==> config.mk <==
export PLATFORM = sky130hd
export DESIGN_NAME = uart_rx_frame_flat
export DESIGN_NICKNAME = d
export VERILOG_FILES = /design/src/rtl/uart_pkg.sv /design/src/rtl/uart_rx_frame_if.sv /design/src/rtl/uart_rx_sync.sv /design/src/rtl/uart_rx_frame.sv /design/src/flat_wrapper.sv
export SDC_FILE = /design/constraint.sdc
export NUM_CORES = 1
export LEC_CHECK = 0
export CORE_ASPECT_RATIO = 0.9
export CORE_MARGIN = 4
export CORE_UTILIZATION = 25
export DETAILED_ROUTE_END_ITERATION = 10
export GPL_TIMING_DRIVEN = 0
export MAX_ROUTING_LAYER = met4
export PLACE_DENSITY = 0.41
export SLEW_MARGIN = 5
export SYNTH_ARGS = -nofsm -noshare
export SYNTH_HDL_FRONTEND = slang
export SYNTH_SLANG_ARGS = --single-unit
==> constraint.sdc <==
create_clock -name clk_3125 -period 6.35 [get_ports clk_3125]
set_clock_uncertainty 0.1 [all_clocks]
set_input_delay 1.27 -clock clk_3125 [delete_from_list [all_inputs] [get_ports clk_3125]]
set_output_delay 1.27 -clock clk_3125 [all_outputs]
set_load 0.02 [all_outputs]
==> src/rtl/uart_pkg.sv <==
// Shared UART definitions: FSM encodings, default framing constants and the parity rule.
// The transmitter uses the same parity rule, so both ends of the link agree on it.
package uart_pkg;

  localparam int UART_CLKS_PER_BIT = 27;
  localparam int UART_DATA_BITS    = 8;

  typedef logic [2:0] uart_state_t;

  localparam logic [2:0] ST_IDLE   = 3'd0;
  localparam logic [2:0] ST_START  = 3'd1;
  localparam logic [2:0] ST_DATA   = 3'd2;
  localparam logic [2:0] ST_PARITY = 3'd3;
  localparam logic [2:0] ST_STOP   = 3'd4;
  localparam logic [2:0] ST_BREAK  = 3'd5;

  // Even parity: the parity bit equals the XOR of the data bits.
  function automatic logic even_parity(input logic [UART_DATA_BITS-1:0] data);
    return ^data;
  endfunction

endpackage

==> src/rtl/uart_rx_frame_if.sv <==
// Byte-level handshake between the UART receiver and its consumer.
interface uart_rx_frame_if;
  import uart_pkg::*;

  logic [UART_DATA_BITS-1:0] rx_data;
  logic                      rx_valid;
  logic                      rx_ready;
  logic                      parity_err;
  logic                      frame_err;
  logic                      overrun;

  modport master (output rx_data, rx_valid, parity_err, frame_err, overrun, input rx_ready);
  modport slave  (input rx_data, rx_valid, parity_err, frame_err, overrun, output rx_ready);
endinterface

==> src/rtl/uart_rx_sync.sv <==
// Two-flop synchroniser for an asynchronous input; resets to 1 so an idle-high line never
// looks like an edge coming out of reset.
module uart_rx_sync (
  input  logic clk_3125,
  input  logic rst_n,
  input  logic d_async,
  output logic q_sync
);

  logic meta;

  always_ff @(posedge clk_3125 or negedge rst_n) begin
    if (!rst_n) begin
      meta   <= 1'b1;
      q_sync <= 1'b1;
    end else begin
      meta   <= d_async;
      q_sync <= meta;
    end
  end

endmodule

==> src/rtl/uart_rx_frame.sv <==
// UART receiver: 8E1 frames, centre-sampled, delivered through a one-byte valid/ready
// holding register with parity, framing and overrun status.
module uart_rx_frame
  import uart_pkg::*;
#(
  parameter int CLKS_PER_BIT = UART_CLKS_PER_BIT,
  parameter int HALF_BIT     = (CLKS_PER_BIT - 1) / 2
) (
  input  logic               clk_3125,
  input  logic               rst_n,
  input  logic               rx,
  uart_rx_frame_if.master    rx_bus
);

  localparam logic [4:0] CNT_LAST = 5'(CLKS_PER_BIT - 1);
  localparam logic [4:0] CNT_HALF = 5'(HALF_BIT);

  logic                      rx_s;
  uart_state_t               state;
  logic [4:0]                cnt;
  logic [2:0]                bit_idx;
  logic [UART_DATA_BITS-1:0] shreg;
  logic                      par_bit;

  logic [UART_DATA_BITS-1:0] data_q;
  logic                      valid_q;
  logic                      perr_q;
  logic                      ferr_q;
  logic                      ovr_q;

  uart_rx_sync u_sync (
    .clk_3125 (clk_3125),
    .rst_n    (rst_n),
    .d_async  (rx),
    .q_sync   (rx_s)
  );

  always_ff @(posedge clk_3125 or negedge rst_n) begin
    if (!rst_n) begin
      state   <= ST_IDLE;
      cnt     <= '0;
      bit_idx <= '0;
      shreg   <= '0;
      par_bit <= 1'b0;
      data_q  <= '0;
      valid_q <= 1'b0;
      perr_q  <= 1'b0;
      ferr_q  <= 1'b0;
      ovr_q   <= 1'b0;
    end else begin
      ferr_q <= 1'b0;
      ovr_q  <= 1'b0;
      if (valid_q && rx_bus.rx_ready) begin
        valid_q <= 1'b0;
        perr_q  <= 1'b0;
      end
      case (state)
        ST_IDLE: begin
          if (!rx_s) begin
            state <= ST_START;
            cnt   <= '0;
          end
        end
        ST_START: begin
          if (cnt == CNT_HALF) begin
            cnt     <= '0;
            bit_idx <= '0;
            state   <= rx_s ? ST_IDLE : ST_DATA;
          end else begin
            cnt <= cnt + 5'd1;
          end
        end
        ST_DATA: begin
          if (cnt == CNT_LAST) begin
            cnt            <= '0;
            shreg[bit_idx] <= rx_s;
            if (bit_idx == 3'd7) state <= ST_PARITY;
            else                 bit_idx <= bit_idx + 3'd1;
          end else begin
            cnt <= cnt + 5'd1;
          end
        end
        ST_PARITY: begin
          if (cnt == CNT_LAST) begin
            cnt     <= '0;
            par_bit <= rx_s;
            state   <= ST_STOP;
          end else begin
            cnt <= cnt + 5'd1;
          end
        end
        ST_STOP: begin
          if (cnt == CNT_LAST) begin
            cnt <= '0;
            if (rx_s) begin
              state <= ST_IDLE;
              // Loading while the old byte is being accepted keeps rx_valid high with no gap.
              if (!valid_q || rx_bus.rx_ready) begin
                data_q  <= shreg;
                valid_q <= 1'b1;
                perr_q  <= par_bit ^ even_parity(shreg);
              end else begin
                ovr_q <= 1'b1;
              end
            end else begin
              ferr_q <= 1'b1;
              state  <= ST_BREAK;
            end
          end else begin
            cnt <= cnt + 5'd1;
          end
        end
        ST_BREAK: begin
          if (rx_s) state <= ST_IDLE;
        end
        default: begin
          state   <= ST_IDLE;
          cnt     <= '0;
          bit_idx <= '0;
        end
      endcase
    end
  end

  assign rx_bus.rx_data    = data_q;
  assign rx_bus.rx_valid   = valid_q;
  assign rx_bus.parity_err = perr_q;
  assign rx_bus.frame_err  = ferr_q;
  assign rx_bus.overrun    = ovr_q;

endmodule

==> src/flat_wrapper.sv <==
// flat-port wrapper written by rule: the top's interface ports become plain ports
module uart_rx_frame_flat import uart_pkg::*;
#(
  parameter int CLKS_PER_BIT = UART_CLKS_PER_BIT,
  parameter int HALF_BIT     = (CLKS_PER_BIT - 1) / 2
)
  (clk_3125, rst_n, rx, rx_bus_rx_data, rx_bus_rx_valid, rx_bus_parity_err, rx_bus_frame_err, rx_bus_overrun, rx_bus_rx_ready);
  uart_rx_frame_if rx_bus_i ();
  input  logic clk_3125;
  input  logic rst_n;
  input  logic rx;
  output wire logic [$bits(rx_bus_i.rx_data)-1:0] rx_bus_rx_data;
  output wire logic [$bits(rx_bus_i.rx_valid)-1:0] rx_bus_rx_valid;
  output wire logic [$bits(rx_bus_i.parity_err)-1:0] rx_bus_parity_err;
  output wire logic [$bits(rx_bus_i.frame_err)-1:0] rx_bus_frame_err;
  output wire logic [$bits(rx_bus_i.overrun)-1:0] rx_bus_overrun;
  input wire logic [$bits(rx_bus_i.rx_ready)-1:0] rx_bus_rx_ready;
  assign rx_bus_rx_data = rx_bus_i.rx_data;
  assign rx_bus_rx_valid = rx_bus_i.rx_valid;
  assign rx_bus_parity_err = rx_bus_i.parity_err;
  assign rx_bus_frame_err = rx_bus_i.frame_err;
  assign rx_bus_overrun = rx_bus_i.overrun;
  assign rx_bus_i.rx_ready = rx_bus_rx_ready;
  uart_rx_frame #(.CLKS_PER_BIT(CLKS_PER_BIT), .HALF_BIT(HALF_BIT)) u_core (.clk_3125(clk_3125), .rst_n(rst_n), .rx(rx), .rx_bus(rx_bus_i));
endmodule
==> impl_metrics.tcl, run 1 <==
set metrics [dict create \
    status "complete, no violations" \
    min_from "u_core.u_sync.meta" \
    grt_pass1_wl_mm 5.48 \
    cts_tree "done" \
    yosysUniqueCellTypes 35 \
    cp_slowest_cell "clkdlybuf4s50_1" \
    reg2reg_depth 7 \
    crit_required_ns 4.98 \
    dpl_worst_slack_ns 3.60 \
    synthMostInstantiatedCell "dfrtp_1" \
    grt_usage_pct 8.91 \
    clkPwrFrac_pct 38.1 \
    chipHeight_um 85.8 \
    hold_viol 0 \
    layout_setup_ws_ns 3.73 \
    dp.cells 250 \
    min_to "u_core.u_sync.q_sync" \
    p_leak_nw 0.944 \
    fin_setup_tns_ns 0 \
    worstPathMaxFanout 3 \
    worstPathArrival_ns 1.25 \
    final_cells 258 \
    numPortBuffers 15 \
    drc 0 \
    synth_area_leaders "dfrtp_1 48%, mux2_2 12%, ha_1 3.7%" \
    postCtsResizedCells 0 \
    antenna_cells 0 \
    rows 28 \
    crit_chain "clkdlybuf4s50_1" \
    ir_worst_vdd_v 0.0000566 \
    crit_family "buffers and inverters" \
    cts_sinks 34 \
    slowest_delay_ns 0.61 \
    synth_enable_flop_cells 0 \
    fin_crit_sh_pct 41.3 \
    core_um2 6550 \
    drt_iter0_markers 45 \
    synth-seq-area-share_pct 50.7 \
    synthCells 145 \
    powerDensity_nw_per_um2 212 \
    synth_nets 154 \
    placedInstanceArea_um2 1940 \
    yosysWarnings 0 \
    wl_per_cell_um 12.1 \
    vias_per_cell 4.34 \
    p_comb_share_pct 8.0 \
    switchingPower_w 0.000105 \
    min_period_ns 2.62 \
    synth-async-reset-ratio_pct 100 \
    ant_nets 0 \
    ys.flop_type "dfrtp_1" \
    reg2reg_from "u_core.cnt[0]" \
    grt_pass1_vias 1113 \
    worstHoldPathType "register to register" \
    sw_frac_of_total_pct 24.3 \
    hold_buffers 0 \
    dieWidth_um 94.5 \
    grt_overflow 0 \
    end_kind "primary output" \
    dp_hpwl_mm 2.23 \
    grt_max_degree 35 \
    maxCapViolCount 0 \
    crit_buf_inv 1 \
    area_growth_pct 20.7 \
    r2r_slack_ns 4.10 \
    startpoint_type "register" \
    cts-root-buf "clkbuf_8" \
    ys_top_cells_by_count "32 x dfrtp_1, 18 x mux2_2, 14 x nand2_1" \
    nets 176 \
    finalMaxSlewViolations 0 \
    setup_violations 0 \
    max_freq_mhz 381 \
    dr_total_vias 1120 \
    slew_headroom_pct 49.4 \
    worst-path-stages 1 \
    ys_ff_latch 34 \
    dieArea_um2 8110 \
    avgSynthCellArea_um2 11.6 \
    wirelength_mm 3.12 \
    start_util_pct 25.7 \
    internal-power_w 0.000326 \
    antenna_found_initial 0 \
    io_pins 16 \
    htree_levels 2 \
    gp_congestion 0.714 \
    mappedNetlistArea_um2 1680 \
    clk_latency_ns 0.28 \
    cts_buffers 5 \
    path_clk_slew_ns 0.07 \
    rsz0062_at_grt "false" \
    synth_top_area_cell "dfrtp_1" \
    design_area_um2 2030 \
    netlist.area_leader.share_pct 47.6 \
    whs_path_depth 0 \
    finalPower_w 0.000430 \
    first_pass_iters 4 \
    cts_post_setup_buffers_inserted 0 \
    drive_above_1_share_pct 22.0 \
    reg2reg_to "u_core.rx_bus.rx_data[1]" \
    critPathKind "register to primary output" \
    seqPwrFrac_pct 53.8 \
    worst_pin_slew_ns 0.760 \
    clock_path_buffers 2 \
]
-- metrics by stage --
step	hold WS, ns	util [%]
after floorplan	0.245	-
after global placement	0.246	29.7
after detailed placement	0.249	29.6
after CTS	0.260	31.0
after global routing	0.264	31.0
final	0.258	31.0
-- routing by layer --
layer | global-route usage [%] | vias to the layer above | share of wire [%]
met4 | 3.15 | 0 | 0.96
met1 | 12.1 | 542 | 53
met3 | 2.46 | 2 | 3.4
met2 | 12.8 | 17 | 43
met5 | - | - | 0
li1 | - | 559 | -
-- layout by cell type, fill, tap and decap left out, types with 2 or more instances in the layout --
| cell type | netlist | final |
|---|---|---|
| clkdlybuf4s50_1 | 0 | 14 |
| nand3_1 | 6 | 6 |
| or2_2 | 2 | 2 |
| nor2b_1 | 4 | 4 |
| nor4_1 | 3 | 3 |
| ha_1 | 5 | 5 |
| clkbuf_1 | 3 | 4 |
| nand2b_1 | 4 | 4 |
| a22o_1 | 5 | 5 |
| xnor2_1 | 5 | 5 |
| nand2_1 | 14 | 14 |
| a21oi_1 | 5 | 5 |
| xor2_1 | 2 | 2 |
| clkbuf_8 | 0 | 6 |
| inv_1 | 5 | 5 |
| dfrtp_1 | 32 | 32 |
| mux2_2 | 18 | 18 |
| dfstp_2 | 2 | 2 |
| o21ai_0 | 7 | 7 |
| nor2_1 | 6 | 6 |
-- cells by family (layout without fill, tap and decap cells) --
group	Yosys count	in the layout	synth area share [%]
adders and majority gates	5	5	3.72
buffers and inverters	9	32	2.45
DFF	34	34	50.7
AOI/OAI and AO/OA	21	21	8.33
xor gates and xnor gates	8	8	4.98
muxes	19	19	12.6
and+or+nand+nor	49	49	17.2
-- worst reg2reg max path: cells and delay by family, from the launching register on --
kind / cells / cell delay, ns
AND/OR/NAND/NOR: 3 / 0.84
flip-flops: 1 / 0.43
multiplexers: 1 / 0.34
buffers and inverters: 2 / 0.23
adder cells (fa/ha/maj): 1 / 0.20
-- worst max path at each step --
stage / startpoint / endpoint / slack, ns
finish: u_core.rx_bus.rx_valid / rx_bus_rx_valid / 3.73
global route: u_core.rx_bus.rx_valid / rx_bus_rx_valid / 3.67
CTS: u_core.rx_bus.rx_valid / rx_bus_rx_valid / 3.71
detailed placement: rx_bus_rx_ready / u_core.rx_bus.rx_data[2] / 3.60
global placement: rst_n / u_core.cnt[0] / 3.15
floorplan: rx_bus_rx_ready / u_core.rx_bus.rx_data[0] / 4.15
-- cell type report --
type	instances	area, um^2
well taps	90	113
multi-input cells	102	788
inverters	5	18.8
clock inverters	1	5.00
fillers	691	4520
clock buffers	7	86.3
plain buffers	4	22.5
flip-flops and latches	34	853
repair buffers	15	145
-- power groups by stage --
stage / clock, W / sequential [W] / combinational [W]
3_5_place_dp: 0 / 0.000236 / 0.0000355
6_report: 0.000164 / 0.000232 / 0.0000346
4_1_cts: 0.000174 / 0.000232 / 0.0000355
2_1_floorplan: 0 / 0.000234 / 0.0000231
3_3_place_gp: 0 / 0.000235 / 0.0000352
5_1_grt: 0.000183 / 0.000233 / 0.0000399
-- flip-flops by register name, indices dropped and copies added (netlist names), 3 cells and up --
signal                 count
u_core.rx_bus.rx_data      8
u_core.shreg               8
u_core.cnt                 5
u_core.bit_idx             3
u_core.state               3
(Power assumes the default switching activity.)
==> inputs of run 2 (changes only) <==
clock period = 2.7 ns   (was 6.35 ns; I/O delays follow)
==> results of run 2 <==
Same layout as run 1 (identical final DEF). Status: complete, no violations.
Main changes from that run: setup slack after placement 3.60 ns -> 0.436 ns; setup slack after layout 3.73 ns -> 0.448 ns; hold slack 0.258 ns -> 0.227 ns; start point of the critical path u_core.rx_bus.rx_valid -> u_core.cnt[0]; end point of the critical path rx_bus_rx_valid -> u_core.rx_bus.rx_data[1]; register-to-register setup slack 4.10 ns -> 0.45 ns; total power 0.000430 W -> 0.00101 W; worst IR drop on VDD 0.0000566 V -> 0.000133 V
==> inputs of run 3 (changes only) <==
clock period = 2.2 ns   (was 2.7 ns; I/O delays follow)
==> impl_metrics.tcl, run 3 (synthesis results as in run 1) <==
set metrics [dict create \
    violations "negative setup slack" \
    drt_iter0_markers 52 \
    gp_congestion 0.714 \
    fin_setup_tns_ns -0.187 \
    nets 186 \
    dieWidth_um 94.5 \
    switchingPower_w 0.000306 \
    antenna_cells 0 \
    clkPwrFrac_pct 37.4 \
    layout_common_cells "32 x dfrtp_1, 14 x nand2_1, 14 x clkdlybuf4s50_1, 10 x mux2_2" \
    ir_worst_vdd_v 0.000162 \
    crit_required_ns 2.27 \
    ant_nets 0 \
    design_area_um2 2160 \
    critPathKind "register to register" \
    rsz0062_at_grt "true" \
    seqPwrFrac_pct 52.7 \
    p_comb_share_pct 9.9 \
    sw_frac_of_total_pct 24.2 \
    finalMaxSlewViolations 0 \
    worst_pin_slew_ns 0.775 \
    maxCapViolCount 0 \
    clk_latency_ns 0.28 \
    grt_max_degree 35 \
    internal-power_w 0.000956 \
    chipHeight_um 85.8 \
    vias_per_cell 4.33 \
    core_um2 6550 \
    max_freq_mhz 448 \
    start_util_pct 25.7 \
    p_leak_nw 1.01 \
    min_period_ns 2.23 \
    grt_pass1_vias 1117 \
    slew_headroom_pct 48.3 \
    hold_viol 0 \
    startpoint_type "register" \
    htree_levels 2 \
    multiInputGateArea_um2 826 \
    final_common_cell "dfrtp_1" \
    fin_crit_sh_pct 101 \
    worstPathMaxFanout 6 \
    cts_buffers 5 \
    worstPathArrival_ns 2.30 \
    hold_buffers 0 \
    dpl_worst_slack_ns -0.0636 \
    powerDensity_nw_per_um2 584 \
    worstHoldPathType "input pin to asynchronous set/reset pin" \
    dieArea_um2 8110 \
    status "finished, violations left" \
    drive_above_1_share_pct 27.0 \
    grt_usage_pct 8.95 \
    layout_setup_ws_ns -0.0329 \
    drc 0 \
    seqCellArea_um2 853 \
    cts-root-buf "clkbuf_8" \
    dp_hpwl_mm 2.23 \
    numPortBuffers 15 \
    area_growth_pct 28.4 \
    placedInstanceArea_um2 1940 \
    cts_tree "done" \
    path_clk_slew_ns 0.07 \
    dr_total_vias 1161 \
    cts_sinks 34 \
    setup_violations 8 \
    end_kind "register" \
    wirelength_mm 3.38 \
    rows 28 \
    grt_pass1_wl_mm 5.51 \
    wl_per_cell_um 12.6 \
    grt_overflow 0 \
    io_pins 16 \
    fillCellCount 683 \
    clock_path_buffers 2 \
    antenna_found_initial 0 \
    first_pass_iters 4 \
    postLayoutCoreUtil_pct 33.0 \
]
[run 3: layer usage]
metal	vias up	wire, um	global-route usage, %
met2	19	1440	12.8
li1	579	-	-
met3	2	126	2.46
met1	561	1780	12.2
met5	-	0	-
met4	0	30	3.15
[run 3: area by class of cell]
class / instances / area share [%]
Timing Repair Buffer: 25 / 10.9
Tap cell: 90 / 5.21
Clock buffer: 7 / 4.00
Sequential cell: 34 / 39.5
Buffer: 4 / 1.04
Clock inverter: 1 / 0.232
Inverter: 5 / 0.869
Multi-Input combinational cell: 102 / 38.2
[run 3: path summary, 6_finish.rpt]
check / end / slack, ns / cells past startpoint / from
worst max register to register: u_core.rx_bus.rx_data[1] / -0.03 / 8 / u_core.cnt[0]
worst max-delay path: u_core.rx_bus.rx_data[1] / -0.03 / 8 / u_core.cnt[0]
max in group asynchronous: u_core.bit_idx[0] / 1.37 / 1 / rst_n
worst min register to register: u_core.u_sync.q_sync / 0.26 / 0 / u_core.u_sync.meta
worst min-delay path: u_core.rx_bus.rx_data[2] / 0.13 / 1 / rst_n
min in group clk_3125: u_core.u_sync.q_sync / 0.26 / 0 / u_core.u_sync.meta
[run 3: metrics by stage]
step	power (W)	hold WS (ns)	cells
after global routing	0.00134	0.196	268
after floorplan	0.000742	0.0444	145
after detailed placement	0.000783	0.249	250
after CTS	0.00128	0.158	259
final	0.00126	0.131	268
after global placement	0.000780	0.246	250
[run 3: repair_timing]
item | 4_1_cts | 5_1_grt
pin swaps | 0 | 1
buffers inserted | 1 | 9
gates resized for setup | 1 | 12
setup endpoints to repair | 9 | 12
[run 3: worst max-delay path: stages (launching register included)]
cell      delay (ns)
dfrtp_1         0.38
inv_1           0.06
ha_2            0.19
nand4b_4        0.15
or4_4           0.57
nor2b_4         0.12
buf_6           0.11
buf_6           0.13
mux2_4          0.30
[run 3: power groups by stage]
stage	Combinational, W	Clock, W	Sequential, W
2_1_floorplan	0.0000668	0	0.000675
3_3_place_gp	0.000102	0	0.000679
3_5_place_dp	0.000103	0	0.000680
4_1_cts	0.000110	0.000501	0.000666
5_1_grt	0.000141	0.000529	0.000668
6_report	0.000124	0.000472	0.000666
